[src/rtl/disp_pkg.sv]
`default_nettype none
// ============================================================================
// Module : disp_pkg
// Brief  : Display fetch resolution codes, FSM encoding and frame-size helpers.
// Rev    : 1.0
// ============================================================================
package disp_pkg;

  typedef enum logic [1:0] {
    RESOL_640  = 2'b00,
    RESOL_800  = 2'b01,
    RESOL_1024 = 2'b10,
    RESOL_RSVD = 2'b11
  } resol_e;

  typedef enum logic [1:0] {
    ST_IDLE  = 2'b00,
    ST_ADDR  = 2'b01,
    ST_WAIT  = 2'b10,
    ST_DRAIN = 2'b11
  } state_e;

  localparam int c_BCNT_W     = 15;
  localparam int c_PIXEL_BYTES = 4;

  // The reserved code falls back to 640x480.
  function automatic int unsigned res_w(input logic [1:0] resol);
    case (resol)
      RESOL_800:  return 800;
      RESOL_1024: return 1024;
      default:    return 640;
    endcase
  endfunction

  function automatic int unsigned res_h(input logic [1:0] resol);
    case (resol)
      RESOL_800:  return 600;
      RESOL_1024: return 768;
      default:    return 480;
    endcase
  endfunction

  function automatic logic [c_BCNT_W-1:0] nburst(input logic [1:0] resol,
                                                 input int unsigned burst_bytes);
    int unsigned n;
    n = res_w(resol) * res_h(resol) * c_PIXEL_BYTES / burst_bytes;
    return c_BCNT_W'(n);
  endfunction

endpackage
`default_nettype wire

[src/rtl/disp_outst_cnt.sv]
`default_nettype none
// ============================================================================
// Module : disp_outst_cnt
// Brief  : Outstanding-burst up/down counter with limit and FIFO-space check.
// Rev    : 1.0
// ============================================================================
module disp_outst_cnt #(
  parameter int MAX_OUTST = 4,
  parameter int BURST_LEN = 16,
  parameter int FREE_W    = 10
) (
  input  logic              clk,
  input  logic              rst_n,
  input  logic              i_clr,
  input  logic              i_inc,
  input  logic              i_dec,
  input  logic [FREE_W-1:0] i_buf_free,
  output logic              o_nonzero,
  output logic              o_issue_ok
);

  localparam int c_CNT_W = $clog2(MAX_OUTST + 1);

  logic [c_CNT_W-1:0] r_cnt;
  logic [c_CNT_W-1:0] w_cnt_nxt;
  logic [31:0]        w_need;

  always_comb begin
    w_cnt_nxt = r_cnt;
    if (i_clr)
      w_cnt_nxt = '0;
    else if (i_inc && !i_dec)
      w_cnt_nxt = r_cnt + 1'b1;
    else if (!i_inc && i_dec)
      w_cnt_nxt = r_cnt - 1'b1;
  end

  // Judged on the post-update count so the FSM decides for the coming cycle.
  assign w_need     = (32'(w_cnt_nxt) + 32'd1) * 32'(BURST_LEN);
  assign o_issue_ok = (32'(w_cnt_nxt) < 32'(MAX_OUTST)) && (32'(i_buf_free) >= w_need);
  assign o_nonzero  = (r_cnt != '0);

  always_ff @(posedge clk or negedge rst_n) begin
    if (!rst_n)
      r_cnt <= '0;
    else
      r_cnt <= w_cnt_nxt;
  end

endmodule
`default_nettype wire

[src/rtl/disp_vramctrl_burst.sv]
`default_nettype none
// ============================================================================
// Module : disp_vramctrl_burst
// Brief  : Multi-outstanding AXI4 burst reader fetching one display frame.
// Rev    : 1.0
// ============================================================================
module disp_vramctrl_burst
  import disp_pkg::*;
#(
  parameter int ADDR_W    = 32,
  parameter int DATA_W    = 64,
  parameter int BURST_LEN = 16,
  parameter int MAX_OUTST = 4,
  parameter int FREE_W    = 10
) (
  input  logic              ACLK,
  input  logic              ARST_N,
  output logic [ADDR_W-1:0] ARADDR,
  output logic [7:0]        ARLEN,
  output logic              ARVALID,
  input  logic              ARREADY,
  input  logic              RLAST,
  input  logic              RVALID,
  output logic              RREADY,
  input  logic [1:0]        RESOL,
  input  logic              VRSTART,
  input  logic              DISPON,
  input  logic [28:0]       DISPADDR,
  input  logic [FREE_W-1:0] BUF_FREE,
  output logic              BUSY,
  output logic              FRAME_DONE,
  output logic              VRS_MISS
);

  localparam int c_BEAT_BYTES  = DATA_W / 8;
  localparam int c_BURST_BYTES = BURST_LEN * c_BEAT_BYTES;

  localparam logic [c_BCNT_W-1:0] c_NB_640  = nburst(RESOL_640,  c_BURST_BYTES);
  localparam logic [c_BCNT_W-1:0] c_NB_800  = nburst(RESOL_800,  c_BURST_BYTES);
  localparam logic [c_BCNT_W-1:0] c_NB_1024 = nburst(RESOL_1024, c_BURST_BYTES);

  state_e                r_state;
  state_e                w_state_nxt;
  logic [ADDR_W-1:0]     r_araddr;
  logic [c_BCNT_W-1:0]   r_issued;
  logic [c_BCNT_W-1:0]   r_done;
  logic [c_BCNT_W-1:0]   r_nburst;
  logic                  r_frame_done;
  logic                  r_vrs_miss;

  logic                  w_ar_hs;
  logic                  w_r_last;
  logic                  w_start;
  logic                  w_issue_ok;
  logic                  w_outst_nz;
  logic [c_BCNT_W-1:0]   w_issued_inc;
  logic [c_BCNT_W-1:0]   w_done_inc;
  logic [c_BCNT_W-1:0]   w_nburst_sel;
  logic [ADDR_W-1:0]     w_base;

  assign w_ar_hs      = ARVALID & ARREADY;
  assign w_r_last     = RVALID & RREADY & RLAST;
  assign w_start      = (r_state == ST_IDLE) & VRSTART & DISPON;
  assign w_issued_inc = r_issued + 1'b1;
  assign w_done_inc   = r_done + 1'b1;

  // Burst-aligned base keeps every burst inside one 4 KB page.
  assign w_base = ADDR_W'({DISPADDR, 3'b000}) & ~(ADDR_W'(c_BURST_BYTES - 1));

  always_comb begin
    case (RESOL)
      RESOL_800:  w_nburst_sel = c_NB_800;
      RESOL_1024: w_nburst_sel = c_NB_1024;
      default:    w_nburst_sel = c_NB_640;
    endcase
  end

  disp_outst_cnt #(
    .MAX_OUTST (MAX_OUTST),
    .BURST_LEN (BURST_LEN),
    .FREE_W    (FREE_W)
  ) u_outst (
    .clk        (ACLK),
    .rst_n      (ARST_N),
    .i_clr      (w_start),
    .i_inc      (w_ar_hs),
    .i_dec      (w_r_last),
    .i_buf_free (BUF_FREE),
    .o_nonzero  (w_outst_nz),
    .o_issue_ok (w_issue_ok)
  );

  always_comb begin
    w_state_nxt = r_state;
    case (r_state)
      ST_IDLE: begin
        if (VRSTART && DISPON)
          w_state_nxt = w_issue_ok ? ST_ADDR : ST_WAIT;
      end
      ST_ADDR: begin
        // The address phase completes even when DISPON has dropped.
        if (ARREADY) begin
          if ((w_issued_inc == r_nburst) || !DISPON)
            w_state_nxt = ST_DRAIN;
          else if (w_issue_ok)
            w_state_nxt = ST_ADDR;
          else
            w_state_nxt = ST_WAIT;
        end
      end
      ST_WAIT: begin
        if (!DISPON)
          w_state_nxt = ST_DRAIN;
        else if (w_issue_ok)
          w_state_nxt = ST_ADDR;
      end
      ST_DRAIN: begin
        if (!w_outst_nz)
          w_state_nxt = ST_IDLE;
      end
      default: w_state_nxt = ST_IDLE;
    endcase
  end

  always_ff @(posedge ACLK or negedge ARST_N) begin
    if (!ARST_N)
      r_state <= ST_IDLE;
    else
      r_state <= w_state_nxt;
  end

  always_ff @(posedge ACLK or negedge ARST_N) begin
    if (!ARST_N) begin
      r_araddr     <= '0;
      r_issued     <= '0;
      r_done       <= '0;
      r_nburst     <= '0;
      r_frame_done <= 1'b0;
      r_vrs_miss   <= 1'b0;
    end else begin
      r_frame_done <= w_r_last && (w_done_inc == r_nburst);
      r_vrs_miss   <= VRSTART && (r_state != ST_IDLE);
      if (w_start) begin
        r_araddr <= w_base;
        r_issued <= '0;
        r_done   <= '0;
        r_nburst <= w_nburst_sel;
      end else begin
        if (w_ar_hs) begin
          r_araddr <= r_araddr + ADDR_W'(c_BURST_BYTES);
          r_issued <= w_issued_inc;
        end
        if (w_r_last)
          r_done <= w_done_inc;
      end
    end
  end

  assign ARADDR     = r_araddr;
  assign ARLEN      = 8'(BURST_LEN - 1);
  assign ARVALID    = (r_state == ST_ADDR);
  assign RREADY     = w_outst_nz;
  assign BUSY       = (r_state != ST_IDLE);
  assign FRAME_DONE = r_frame_done;
  assign VRS_MISS   = r_vrs_miss;

endmodule
`default_nettype wire

[config.mk]
export PLATFORM = sky130hd
export DESIGN_NAME = disp_vramctrl_burst
export DESIGN_NICKNAME = d
export VERILOG_FILES = /design/src/rtl/disp_pkg.sv /design/src/rtl/disp_outst_cnt.sv /design/src/rtl/disp_vramctrl_burst.sv
export SDC_FILE = /design/constraint.sdc
export NUM_CORES = 1
export LEC_CHECK = 0
export CORE_UTILIZATION = 42
export CTS_BUF_LIST = sky130_fd_sc_hd__clkbuf_4 sky130_fd_sc_hd__clkbuf_8 sky130_fd_sc_hd__clkbuf_16
export DETAILED_ROUTE_END_ITERATION = 10
export PLACE_DENSITY = 0.78
export REMOVE_ABC_BUFFERS = 1
export SLEW_MARGIN = 0
export SYNTH_ARGS = -nofsm -noshare
export SYNTH_HDL_FRONTEND = slang
export SYNTH_HIERARCHICAL = 1
export SYNTH_SLANG_ARGS = --single-unit
[constraint.sdc]
create_clock -name ACLK -period 4.49 [get_ports ACLK]
set_input_delay 0.898 -clock ACLK [delete_from_list [all_inputs] [get_ports ACLK]]
set_output_delay 0.898 -clock ACLK [all_outputs]
set_load 0.02 [all_outputs]
==> impl_metrics.py <==
metrics = {
    "global_routing": {
        "antenna_found_initial": 0,
        "gr-total-overflow": 0,
        "grt_max_degree": 51,
        "first_global_vias": 3882,
        "track_usage": 0.1929,
        "grt_pass1_wl_mm": 17.79,
    },
    "clock_tree": {
        "insertion_delay_ps": 350,
        "postCtsResizedCells": 0,
        "numCtsBuffers": 9,
        "tritoncts": "yes",
        "h-tree-depth": 3,
        "clockBufferDepth": 2,
        "post_cts_buffers": 0,
        "cts_hold_buf": 0,
        "cts-root-buf": "clkbuf_8",
        "cts.sinks": 67,
        "clk_pin_slew_worst_paths_ps": 70,
    },
    "floorplanning": {
        "rows": 37,
        "die_w_um": 106.6,
        "die-area_um2": 11370,
        "chipHeight_um": 106.6,
        "core_um2": 10460,
        "ios": 93,
        "start_util": 0.4395,
    },
    "synth": {
        "synth-edff-count": 0,
        "ys_types": 67,
        "yosysSeqAreaShare": 0.3646,
        "synthFlopType": "dfrtp_1",
        "synth_area_leader_cell": "dfrtp_1",
        "synthTopCellsByArea": "dfrtp_1 (36%), xor2_1 (6.7%), nand2_1 (5.7%), o21ai_0 (5.3%), xnor2_1 (4.2%)",
        "ys_warn_count": 6,
        "synth.most_common_cell": "nand2_1",
        "synth_area_per_cell_um2": 8.515,
        "post-synth-top-area-fraction": 0.3646,
        "synth-seq-cells": 67,
        "synth_area_um2": 4598,
        "synthTopCellsByCount": "nand2_1 (70), dfrtp_1 (67), o21ai_0 (49)",
        "async_flop_share": 1.000,
        "syn_inst": 540,
    },
    "setup_path": {
        "reg2reg_depth": 15,
        "crit_path_start_kind": "primary input",
        "cp_slowest_stage_delay_ps": 520,
        "cp_num_buf_inv": 2,
        "crit_arrival_ps": 3960,
        "cp_slowest_cell": "a2111oi_0",
        "crit_required_ps": 4720,
        "crit_chain": "clkdlybuf4s50_1 -> nand3_1 -> inv_1 -> a211oi_1 -> a211oi_1 -> ha_1 -> xnor2_2 -> ha_1 -> a2111oi_0 -> a21oi_2 -> a21oi_1 -> a21o_1 -> o21ai_1",
        "end_kind": "flip-flop",
        "rrSetupSlack_ps": 880,
        "worst-path-max-fanout": 10,
        "crit_type": "primary input to flip-flop",
        "crit_cells": 13,
        "crit_family": "compound AO/OA/AOI/OAI gates",
    },
    "final_layout": {
        "antenna_cells": 0,
        "layout-drive-gt1-share": 0.07807,
        "multi_input_area_um2": 2663,
        "areaGrowthSynthToFinish_pct": 20.38,
        "register_area_um2": 1677,
        "num-nets-final": 660,
        "fill_cells": 977,
    },
    "sta": {
        "relSlewSlack": 0.5146,
        "slew_violations": 0,
        "holdWs_ps": 511.0,
        "worstMarginPinSlew_ps": 728.1,
        "tns_ps": 0,
        "fin_skew_ps": 13.88,
        "clock.fmax_mhz": 267.6,
        "final_hold_viol_count": 0,
        "setup_viol": 0,
        "rsz0062_at_grt": "false",
        "period_minus_slack_ps": 3737,
        "fin_crit_sh": 0.8322,
    },
    "min_path": {
        "hold_path_class": "flip-flop to flip-flop",
        "holdPathStages": 1,
    },
    "detailed_routing": {
        "wire_per_inst_um": 14.09,
        "drtIter0Drc": 311,
        "ant_nets": 0,
        "via_per_inst": 5.496,
        "dr.pass1.iters": 5,
        "drc_errors": 0,
        "routed_wirelength_mm": 10.40,
        "via_count": 4056,
    },
    "pwr": {
        "leakage_nw": 2.213,
        "power_w": 0.002954,
        "ir_worst_vdd_mv": 0.3774,
        "power_density_nw_per_um2": 533.7,
    },
    "place": {
        "dp_hpwl_mm": 7.406,
        "gp_congestion": 0.8389,
        "io_buffers": 73,
    },
    "status": {
        "status": "completed",
    },
    "job": {
        "maxCapViolations": 0,
    },
}
==> logic make-up after synthesis <==
group	share of synthesized area
flops	0.3646
buf+inv	0.06857
xor+xnor	0.1156
other cells	0.001633
simple gates	0.2446
mux	0.01687
compound gates	0.1472
fa+ha+maj	0.04082
==> worst reg2reg max path, cell delays in order, from the launching register on <==
cell       delay (ps)
dfrtp_1           420
inv_1              80
ha_1              200
nand2b_1          140
nand3_1           270
inv_1             390
a211oi_1           90
a211oi_1          390
ha_1              280
xnor2_2            80
ha_1              170
a2111oi_0         520
a21oi_2           150
a21oi_1           130
a21o_1            120
o21ai_1            50
==> metrics by stage <==
step                      cell area [µm²]    util  setup WS, ps  std cells
after floorplan                      4392       -        -707.9        508
after global placement               5333  0.5097         530.2        722
after detailed placement             5333  0.5097         408.9        722
after CTS                            5535  0.5291         786.4        738
after global routing                 5535  0.5291         390.7        738
final                                5535  0.5291         753.2        738
==> worst paths after layout <==
kind                                   from      endpoint
max                                   RLAST    r_state[0]
min reg2reg                    r_issued[14]  r_issued[14]
max in group asynchronous            ARST_N    ARADDR[17]
min                            r_issued[14]  r_issued[14]
min in group asynchronous            ARST_N    r_done[11]
max reg2reg                u_outst/r_cnt[0]    r_state[0]
==> layout by cell type, fill, tap and decap left out, types with 7 or more instances in the layout <==
master / n
clkdlybuf4s50_1: 72
nand2_1: 70
dfrtp_1: 67
o21ai_0: 49
nor2_1: 40
xor2_1: 35
nand3_1: 23
xnor2_1: 22
a21oi_1: 19
nand4_1: 17
ha_1: 15
conb_1: 15
inv_1: 14
nor3_1: 12
and3_1: 10
clkbuf_8: 10
nor2b_1: 7
==> per-layer routing <==
| metal | vias up | track usage | share of wire |
|---|---|---|---|
| met5 | - | 0 | 0 |
| met4 | 0 | 0.06164 | 0.012 |
| met3 | 10 | 0.03951 | 0.056 |
| met2 | 143 | 0.3203 | 0.47 |
| met1 | 1929 | 0.2512 | 0.46 |
| li1 | 1974 | - | - |
==> layout make-up <==
type,count,area share
Sequential cell,67,0.3029
Clock inverter,6,0.01175
Multi-Input combinational cell,425,0.4810
Inverter,16,0.01085
Tap cell,136,0.03074
Timing Repair Buffer,78,0.1379
Clock buffer,10,0.02486
==> where the power goes <==
group          switching [W]  internal [W]
combinational       0.000692      0.000657
sequential          0.000288      0.000797
clock               0.000248      0.000271
==> flip-flops by register name, summed over array words and instances (netlist names) <==
name	flops
r_issued	15
ARADDR	25
u_outst/r_cnt	3
FRAME_DONE	1
r_nburst	5
r_state	2
r_done	15
VRS_MISS	1
Note: power is estimated with default switching activity, not from simulation.
